===== src/rtl/sensor_conditioner_if.sv =====
// Raw sensor pins in, conditioned detection flags out, between the pin
// front end and the state machine that consumes them.
interface sensor_conditioner_if;
  logic light_raw;
  logic sound_raw;
  logic move_raw;
  logic light_detected;
  logic sound_detected;
  logic movement_detected;
  logic event_pulse;

  modport master (
    output light_raw, sound_raw, move_raw,
    input  light_detected, sound_detected, movement_detected, event_pulse
  );

  modport slave (
    input  light_raw, sound_raw, move_raw,
    output light_detected, sound_detected, movement_detected, event_pulse
  );
endinterface


===== src/rtl/sensor_conditioner.sv =====
// Synchronizes, debounces and pulse-stretches the three sensor pins and flags
// each new detection with a one-cycle event pulse. Channel order: light, sound, move.
module sensor_conditioner #(
  parameter int DEBOUNCE         = 16,
  parameter int HOLD             = 64,
  parameter bit LIGHT_ACTIVE_LOW = 1'b0
) (
  input  logic                 clk,
  input  logic                 rst,
  sensor_conditioner_if.slave  bus
);
  localparam int             CW       = $clog2(DEBOUNCE + 1);
  localparam int             HW       = (HOLD > 0) ? $clog2(HOLD + 1) : 1;
  localparam logic [2:0]     POL      = {2'b00, LIGHT_ACTIVE_LOW};
  localparam logic [CW-1:0]  DB_LAST  = CW'(DEBOUNCE - 1);
  localparam logic [HW-1:0]  HOLD_VAL = HW'(HOLD);

  logic [2:0]    raw;
  logic [2:0]    sync_p0, sync_p1, cond_p1;
  logic [2:0]    db_p2;
  logic [CW-1:0] cnt_p2 [3];
  logic [HW-1:0] hold_p3 [2];
  logic [2:0]    det_p3, prev_p4;
  logic          event_p4;

  assign raw = {bus.move_raw, bus.sound_raw, bus.light_raw};

  // Stage p0/p1: two-flop synchronizers; light resets to its inactive pin level
  always_ff @(posedge clk or negedge rst) begin
    if (!rst) begin
      sync_p0 <= POL;
      sync_p1 <= POL;
    end else begin
      sync_p0 <= raw;
      sync_p1 <= sync_p0;
    end
  end

  assign cond_p1 = sync_p1 ^ POL;

  // Stage p2: debounce, value must disagree for DEBOUNCE consecutive samples
  always_ff @(posedge clk or negedge rst) begin
    if (!rst) begin
      db_p2 <= '0;
      for (int i = 0; i < 3; i++) cnt_p2[i] <= '0;
    end else begin
      for (int i = 0; i < 3; i++) begin
        if (cond_p1[i] == db_p2[i]) begin
          cnt_p2[i] <= '0;
        end else if (cnt_p2[i] == DB_LAST) begin
          db_p2[i]  <= cond_p1[i];
          cnt_p2[i] <= '0;
        end else begin
          cnt_p2[i] <= cnt_p2[i] + 1'b1;
        end
      end
    end
  end

  // Stage p3: hold counters stretch sound and movement after the debounced fall
  always_ff @(posedge clk or negedge rst) begin
    if (!rst) begin
      for (int i = 0; i < 2; i++) hold_p3[i] <= '0;
    end else begin
      for (int i = 0; i < 2; i++) begin
        if (db_p2[i+1])
          hold_p3[i] <= HOLD_VAL;
        else if (hold_p3[i] != '0)
          hold_p3[i] <= hold_p3[i] - 1'b1;
      end
    end
  end

  assign det_p3[0] = db_p2[0];
  assign det_p3[1] = db_p2[1] | (hold_p3[0] != '0);
  assign det_p3[2] = db_p2[2] | (hold_p3[1] != '0);

  // Stage p4: rise detection against last cycle's outputs
  always_ff @(posedge clk or negedge rst) begin
    if (!rst) begin
      prev_p4  <= '0;
      event_p4 <= 1'b0;
    end else begin
      prev_p4  <= det_p3;
      event_p4 <= |(det_p3 & ~prev_p4);
    end
  end

  assign bus.light_detected    = det_p3[0];
  assign bus.sound_detected    = det_p3[1];
  assign bus.movement_detected = det_p3[2];
  assign bus.event_pulse       = event_p4;
endmodule


===== src/flat_wrapper.sv =====
// flat-port wrapper written by rule: the top's interface ports become plain ports
module sensor_conditioner_flat 
#(
  parameter int DEBOUNCE         = 16,
  parameter int HOLD             = 64,
  parameter bit LIGHT_ACTIVE_LOW = 1'b0
)
  (clk, rst, bus_light_raw, bus_sound_raw, bus_move_raw, bus_light_detected, bus_sound_detected, bus_movement_detected, bus_event_pulse);
  sensor_conditioner_if bus_i ();
  input  logic clk;
  input  logic rst;
  input wire logic [$bits(bus_i.light_raw)-1:0] bus_light_raw;
  input wire logic [$bits(bus_i.sound_raw)-1:0] bus_sound_raw;
  input wire logic [$bits(bus_i.move_raw)-1:0] bus_move_raw;
  output wire logic [$bits(bus_i.light_detected)-1:0] bus_light_detected;
  output wire logic [$bits(bus_i.sound_detected)-1:0] bus_sound_detected;
  output wire logic [$bits(bus_i.movement_detected)-1:0] bus_movement_detected;
  output wire logic [$bits(bus_i.event_pulse)-1:0] bus_event_pulse;
  assign bus_i.light_raw = bus_light_raw;
  assign bus_i.sound_raw = bus_sound_raw;
  assign bus_i.move_raw = bus_move_raw;
  assign bus_light_detected = bus_i.light_detected;
  assign bus_sound_detected = bus_i.sound_detected;
  assign bus_movement_detected = bus_i.movement_detected;
  assign bus_event_pulse = bus_i.event_pulse;
  sensor_conditioner #(.DEBOUNCE(DEBOUNCE), .HOLD(HOLD), .LIGHT_ACTIVE_LOW(LIGHT_ACTIVE_LOW)) u_core (.clk(clk), .rst(rst), .bus(bus_i));
endmodule

===== config.mk =====
export PLATFORM = sky130hd
export DESIGN_NAME = sensor_conditioner_flat
export DESIGN_NICKNAME = d
export VERILOG_FILES = /design/src/rtl/sensor_conditioner_if.sv /design/src/rtl/sensor_conditioner.sv /design/src/flat_wrapper.sv
export SDC_FILE = /design/constraint.sdc
export NUM_CORES = 1
export LEC_CHECK = 0
export ABC_AREA = 1
export CORE_ASPECT_RATIO = 0.6
export CORE_MARGIN = 3
export CORE_UTILIZATION = 50
export DETAILED_ROUTE_END_ITERATION = 8
export PLACE_DENSITY = 0.68
export SYNTH_ARGS = -nofsm -noshare
export SYNTH_HDL_FRONTEND = slang
export SYNTH_SLANG_ARGS = --single-unit

===== constraint.sdc =====
create_clock -name clk -period 2.5 [get_ports clk]
set_clock_uncertainty 0.2 [all_clocks]
set_input_delay 0.25 -clock clk [delete_from_list [all_inputs] [get_ports clk]]
set_output_delay 0.25 -clock clk [all_outputs]
set_load 0.005 [all_outputs]

==> results of run 1 <==
## worst max-delay path, cell delays in order, from the launching register on
cell,delay [ns]
sky130_fd_sc_hd__dfrtp_1,0.36
sky130_fd_sc_hd__inv_1,0.16
sky130_fd_sc_hd__ha_1,0.30
sky130_fd_sc_hd__inv_2,0.07
sky130_fd_sc_hd__nor2_4,0.11
sky130_fd_sc_hd__nand4_4,0.14
sky130_fd_sc_hd__clkdlybuf4s50_1,0.48
## layout make-up
cell class | instances | area [um2] | area share [%]
Sequential cell | 42 | 1051 | 51.10
Inverter | 29 | 108.9 | 5.292
Timing Repair Buffer | 9 | 85.08 | 4.136
Multi-Input combinational cell | 119 | 664.4 | 32.30
Clock inverter | 1 | 5.005 | 0.2433
Tap cell | 45 | 56.30 | 2.737
Clock buffer | 7 | 86.33 | 4.197
## cells in the mapped netlist (3+ instances only)
| cell | count |
|---|---|
| sky130_fd_sc_hd__xnor2_1 | 3 |
| sky130_fd_sc_hd__nand2_1 | 27 |
| sky130_fd_sc_hd__nand4_1 | 3 |
| sky130_fd_sc_hd__nor3b_1 | 3 |
| sky130_fd_sc_hd__nor3_1 | 3 |
| sky130_fd_sc_hd__nor2_1 | 29 |
| sky130_fd_sc_hd__nor2_4 | 3 |
| sky130_fd_sc_hd__ha_1 | 5 |
| sky130_fd_sc_hd__inv_1 | 26 |
| sky130_fd_sc_hd__inv_2 | 3 |
| sky130_fd_sc_hd__xor2_1 | 4 |
| sky130_fd_sc_hd__nand3_1 | 22 |
| sky130_fd_sc_hd__nand2b_1 | 3 |
| sky130_fd_sc_hd__o21ai_1 | 4 |
| sky130_fd_sc_hd__dfrtp_1 | 42 |
## cells by family after synthesis
family / count (synthesis) / share of synthesized area, %
XOR/XNOR: 7 / 3.365
AO/OA/AOI/OAI: 9 / 2.816
adder cells (fa/ha/maj): 5 / 3.434
flip-flops: 42 / 57.69
buffers and inverters: 29 / 5.975
AND/OR/NAND/NOR: 98 / 26.72
## through the flow
step | utilization (%) | instances | hold WS (ns) | instance area, um2
floorplan | - | 190 | -0.2456 | 1822
global placement | 58.07 | 243 | 0.1336 | 1953
detailed placement | 58.07 | 243 | 0.1364 | 1953
CTS | 61.09 | 252 | 0.1546 | 2054
global route | 61.16 | 252 | 0.1692 | 2057
finish | 61.16 | 252 | 0.1539 | 2057
## flip-flops by register name (all words and copies together) (netlist names)
signal                  cells
u_core.bus.event_pulse      1
u_core.cnt_p2              15
u_core.cond_p1              3
u_core.db_p2                3
u_core.hold_p3             14
u_core.prev_p4              3
u_core.sync_p0              3
## layer usage
| metal | wire length [um] | vias up | part of all wire (%) |
|---|---|---|---|
| met4 | 57 | 0 | 1.9 |
| met5 | 0 | - | 0 |
| met1 | 1538 | 601 | 50 |
| met2 | 1342 | 26 | 44 |
| met3 | 135 | 12 | 4.4 |
| li1 | - | 630 | - |
## power groups by stage
stage                     Clock (mW)  Sequential, mW  Combinational (mW)
after global routing           0.477           0.926               0.711
after global placement             0           0.917               0.564
after detailed placement           0           0.921               0.597
final                          0.435           0.914               0.605
after floorplan                    0           0.895               0.460
after CTS                      0.451           0.908               0.601
## final timing paths
path	start	depth (start not counted)	end
setup / recovery	u_core.hold_p3[0]	6	bus_movement_detected
hold / removal	u_core.sync_p0[1]	0	u_core.cond_p1[1]
setup reg to reg	u_core.hold_p3[0]	7	u_core.bus.event_pulse
hold reg to reg	u_core.sync_p0[1]	0	u_core.cond_p1[1]
max in group asynchronous	rst	2	u_core.sync_p0[0]
min in group asynchronous	rst	2	u_core.cnt_p2[9]
## cells in the final DEF, fill, tap and decap left out, drive strengths merged, types with 2 or more instances in the layout
| master | count |
|---|---|
| o21ai | 5 |
| nand3 | 23 |
| a21oi | 2 |
| nor3 | 3 |
| xor2 | 4 |
| xnor2 | 3 |
| dfrtp | 42 |
| nand4 | 4 |
| nand2b | 3 |
| nor3b | 3 |
| clkbuf | 7 |
| a21o | 2 |
| inv | 29 |
| nor2 | 34 |
| ha | 5 |
| clkdlybuf4s50 | 7 |
| nand2 | 28 |
## what timing repair did
| item | CTS | global route |
|---|---|---|
| hold buffers | 1 | 0 |
| buffers inserted | 0 | 0 |
| endpoints found under the hold margin | 42 | 0 |
| resized for setup | 0 | 2 |
| endpoints found under the setup margin | 0 | 1 |
==> results.json, run 1 <==
{
  "cts.clk_slew.worst_paths_ns": 0.08,
  "routed_wirelength_normalized_by_instance_count_um": 12.19,
  "report.final.hold_viol_count": 0,
  "placement.setup.worst_slack_ns": 0.4318,
  "grt.met2_usage_pct": 25.33,
  "synth_sequential_area_ratio_pct": 57.69,
  "element_type_at_the_critical_path_end": "output port",
  "dieArea_um2": 4427,
  "antenna_cells": 0,
  "seqPwrFrac_pct": 46.8,
  "yosysUniqueCellTypes": 23,
  "dr.first_iter.drc_count": 47,
  "clock.fmax_mhz": 427.3,
  "globalRouteOverflowTotal": 0,
  "regToRegSetupSlack_ns": 0.90,
  "dp.final_hpwl_um": 2310,
  "place_congestion": 0.7937,
  "fin_crit_ns": 2.340,
  "grt_antenna_before_repair": 0,
  "numPortBuffers": 8,
  "setup_repair_after_global_routing_missed_its_margin": "no",
  "dieHeight_um": 52.76,
  "timing.final.setup_violations": 0,
  "core_um2": 3363,
  "worst-endpoint-arrival_ns": 1.89,
  "drt.antenna.violating_nets": 0,
  "fin_ws_ns": 0.1598,
  "worst-endpoint-required_ns": 2.05,
  "vias_per_cell": 5.036,
  "nNetsFinal": 216,
  "clock_tree.buffer_depth": 2,
  "vdd_ir_drop_max_uv": 489.1,
  "largest_driver_fanout_on_the_critical_path": 7,
  "grt_max_degree": 43,
  "leakage_power_nw": 1.013,
  "max_cap_viol_count": 0,
  "chipWidth_um": 83.93,
  "ys.warnings.count": 0,
  "fraction_of_final_layout_cells_sized_beyond_drive_strength_1_pct": 10.63,
  "initial_core_util_pct": 54.17,
  "cts_tree": "done",
  "global_route_wire_length_before_repair_um": 5492,
  "yosys.area.top_type": "sky130_fd_sc_hd__dfrtp_1",
  "source_to_sink_clock_delay_at_the_later_pin_of_the_worst_skew_pair_ns": 0.29,
  "ys_ff_latch": 42,
  "n_fill_cell": 279,
  "drt_pre_antenna_iters": 4,
  "synth.net_count": 200,
  "comb_power_share_pct": 30.9,
  "report.final.slew_viol_count": 0,
  "synth_ff_type": "sky130_fd_sc_hd__dfrtp_1",
  "startpoint_type": "register",
  "routed-via-count": 1269,
  "synth_area_per_cell_um2": 9.588,
  "power_frac_clock_pct": 22.3,
  "p_per_area_nw_per_um2": 949.9,
  "synth_cells": 190,
  "timing.slew.headroom_pct": 41.23,
  "busiest_layer": "met2",
  "cts-buffers-inserted": 5,
  "std_cell_rows": 16,
  "p_sw_share_pct": 35.54,
  "final.setup.tns_ns": 0,
  "totalPowerFinal_mw": 1.954,
  "synth.top_cell.area_share_pct": 57.69,
  "synth-edff-count": 0,
  "min_path_type": "register to register",
  "ys_async_sr_fraction_pct": 100.0,
  "global_route.usage.met1_pct": 22.23,
  "post-route-period-util_pct": 93.61,
  "vias_in_the_first_global_route": 1250,
  "synth_top_cells_by_area": "sky130_fd_sc_hd__dfrtp_1, sky130_fd_sc_hd__nand3_1, sky130_fd_sc_hd__nor2_1, sky130_fd_sc_hd__nand2_1, sky130_fd_sc_hd__inv_1",
  "p_sw_uw": 694.3,
  "drc_errors": 0,
  "internal_power_contribution_mw": 1.260,
  "clk_root_buf": "sky130_fd_sc_hd__clkbuf_8",
  "routed_wl_um": 3073,
  "number_of_top_level_design_ports": 9,
  "clock_sinks": 42,
  "globalRouteMet3Util_pct": 4.710,
  "grtUsageTotal_pct": 16.44,
  "clock_tree.htree_level_count": 2,
  "max_slew.worst_pin.slew_ns": 0.8815,
  "mappedNetlistArea_um2": 1822,
  "critical_path_class": "register to output port",
  "outcome": "completed",
  "synthToLayoutAreaGrowth_pct": 12.91
}
Note: power is estimated with default switching activity, not from simulation.
==> run 2: changes to the inputs <==
--- a/config.mk
+++ b/config.mk
@@ -6,11 +6,13 @@
 export NUM_CORES = 1
 export LEC_CHECK = 0
 export ABC_AREA = 1
-export CORE_ASPECT_RATIO = 0.6
+export CAP_MARGIN = 10
+export CORE_ASPECT_RATIO = 0.8
 export CORE_MARGIN = 3
 export CORE_UTILIZATION = 50
 export DETAILED_ROUTE_END_ITERATION = 8
 export PLACE_DENSITY = 0.68
+export SLEW_MARGIN = 40
 export SYNTH_ARGS = -nofsm -noshare
 export SYNTH_HDL_FRONTEND = slang
 export SYNTH_SLANG_ARGS = --single-unit
==> results.json, run 2 (synthesis results as in run 1) <==
{
  "dp.final_hpwl_um": 2216,
  "drt.antenna.violating_nets": 0,
  "source_to_sink_clock_delay_at_the_later_pin_of_the_worst_skew_pair_ns": 0.28,
  "worst-endpoint-arrival_ns": 1.90,
  "grt_max_degree": 43,
  "dieArea_um2": 4408,
  "antenna_cells": 0,
  "initial_core_util_pct": 55.40,
  "fin_crit_ns": 2.354,
  "leakage_power_nw": 1.023,
  "synthToLayoutAreaGrowth_pct": 13.87,
  "placement.cell_area_um2": 1949,
  "timing.slew.headroom_pct": 66.07,
  "std_cell_rows": 18,
  "grt_antenna_before_repair": 0,
  "min_path_type": "register to register",
  "outcome": "completed",
  "clock_tree.htree_level_count": 2,
  "largest_driver_fanout_on_the_critical_path": 7,
  "drt_pre_antenna_iters": 4,
  "count_of_placed_standard_cells_including_taps": 238,
  "post-route-period-util_pct": 94.15,
  "vias_in_the_first_global_route": 1240,
  "worst-endpoint-required_ns": 2.05,
  "chipWidth_um": 73.49,
  "dieHeight_um": 59.99,
  "core_um2": 3288,
  "setup_repair_after_global_routing_missed_its_margin": "no",
  "timing.final.setup_violations": 0,
  "final_cell_area_um2": 2074,
  "cts.clk_slew.worst_paths_ns": 0.07,
  "element_type_at_the_critical_path_end": "output port",
  "report.final.slew_viol_count": 0,
  "routed_wirelength_normalized_by_instance_count_um": 12.01,
  "clk_root_buf": "sky130_fd_sc_hd__clkbuf_8",
  "drc_errors": 0,
  "cts-buffers-inserted": 5,
  "globalRouteOverflowTotal": 0,
  "global_route_wire_length_before_repair_um": 5112,
  "startpoint_type": "register",
  "nNetsFinal": 216,
  "dr.first_iter.drc_count": 77,
  "place_congestion": 0.8825,
  "max_cap_viol_count": 0,
  "number_of_top_level_design_ports": 9,
  "fraction_of_final_layout_cells_sized_beyond_drive_strength_1_pct": 10.19,
  "routed-via-count": 1233,
  "clock_tree.buffer_depth": 2,
  "vias_per_cell": 5.012,
  "p_per_area_nw_per_um2": 979.7,
  "finish.cell_count_without_fillers": 246,
  "vdd_ir_drop_max_uv": 597.8,
  "critical_path_class": "register to output port",
  "report.final.hold_viol_count": 0,
  "largest_register_ff_count": 15,
  "max_slew.worst_pin.slew_ns": 0.5089,
  "commonest_cells_after_routing_fill_and_taps_aside": "sky130_fd_sc_hd__dfrtp_1, sky130_fd_sc_hd__nor2_1, sky130_fd_sc_hd__nand2_1",
  "routed_wl_um": 2955,
  "cts_tree": "done",
  "layout_commonest_cell": "sky130_fd_sc_hd__dfrtp_1",
  "final.setup.tns_ns": 0,
  "clock.fmax_mhz": 424.8,
  "totalPowerFinal_mw": 2.032,
  "largestRegisters": "u_core.cnt_p2: 15 flops, u_core.hold_p3: 14 flops",
  "registers.top_by_ff_count": "u_core.cnt_p2",
  "numPortBuffers": 8,
  "grtUsageTotal_pct": 15.47,
  "clock_sinks": 42
}
run 2: cell types whose count changed in the layout (fill, tap and decap cells not counted), sizes merged:
cell,delta
clkbuf,-1
clkinv,-1
bufinv,+1
run 2: report_power, final:
| group | total [mW] | switching (mW) | internal (mW) |
|---|---|---|---|
| clock network | 0.522 | 0.203 | 0.319 |
| logic | 0.603 | 0.377 | 0.226 |
| registers | 0.907 | 0.0984 | 0.809 |
run 2: worst paths after layout:
| path | start | end | slack [ns] | cells past startpoint |
|---|---|---|---|---|
| setup / recovery | u_core.hold_p3[7] | bus_sound_detected | 0.15 | 6 |
| hold / removal | u_core.sync_p0[2] | u_core.cond_p1[2] | 0.16 | 0 |
| setup reg to reg | u_core.hold_p3[7] | u_core.bus.event_pulse | 0.86 | 7 |
| hold reg to reg | u_core.sync_p0[2] | u_core.cond_p1[2] | 0.16 | 0 |
| max in group asynchronous | rst | u_core.cond_p1[0] | 1.46 | 2 |
| min in group asynchronous | rst | u_core.cnt_p2[2] | 0.28 | 2 |
run 2: critical path, cell delays in order (launching register included):
cell and delay [ns]:
sky130_fd_sc_hd__dfrtp_1 0.36, sky130_fd_sc_hd__inv_1 0.17, sky130_fd_sc_hd__ha_2 0.25, sky130_fd_sc_hd__inv_1 0.08, sky130_fd_sc_hd__nor2_2 0.16, sky130_fd_sc_hd__nand3_4 0.13, sky130_fd_sc_hd__clkdlybuf4s50_1 0.47
run 2: layout make-up:
type,count,area (um2)
clock inverters,1,30.03
well taps,40,50.05
multi-input cells,119,664.4
repair buffers,9,87.58
fillers,273,1214
flip-flops and latches,42,1051
inverters,29,108.9
clock buffers,6,82.58
run 2: metrics by stage:
step           util (%)  setup WS, ns  hold slack (ns)
6_report          63.09        0.1462           0.1574
5_1_grt           63.09      0.006320           0.1682
4_1_cts           63.01        0.1173           0.1592
3_5_place_dp      59.28        0.4316          0.06190
3_3_place_gp      59.21        0.5161           0.1359
2_1_floorplan         -         1.021          -0.2456
run 2: what timing repair did:
action | in CTS | in global routing
endpoints found under the setup margin | 0 | 1
endpoints found under the hold margin | 42 | 0
buffers inserted | 0 | 0
gates resized for setup | 0 | 1
hold buffers | 1 | 0
run 2: metal layers:
layer / routed length, um / global-route usage (%) / vias up / part of all wire, %
li1: - / - / 630 / -
met1: 1422 / 19.06 / 579 / 48
met2: 1399 / 25.76 / 20 / 47
met3: 105 / 4.706 / 4 / 3.6
met4: 27 / 5.685 / 0 / 0.91
met5: 0 / 0 / - / 0
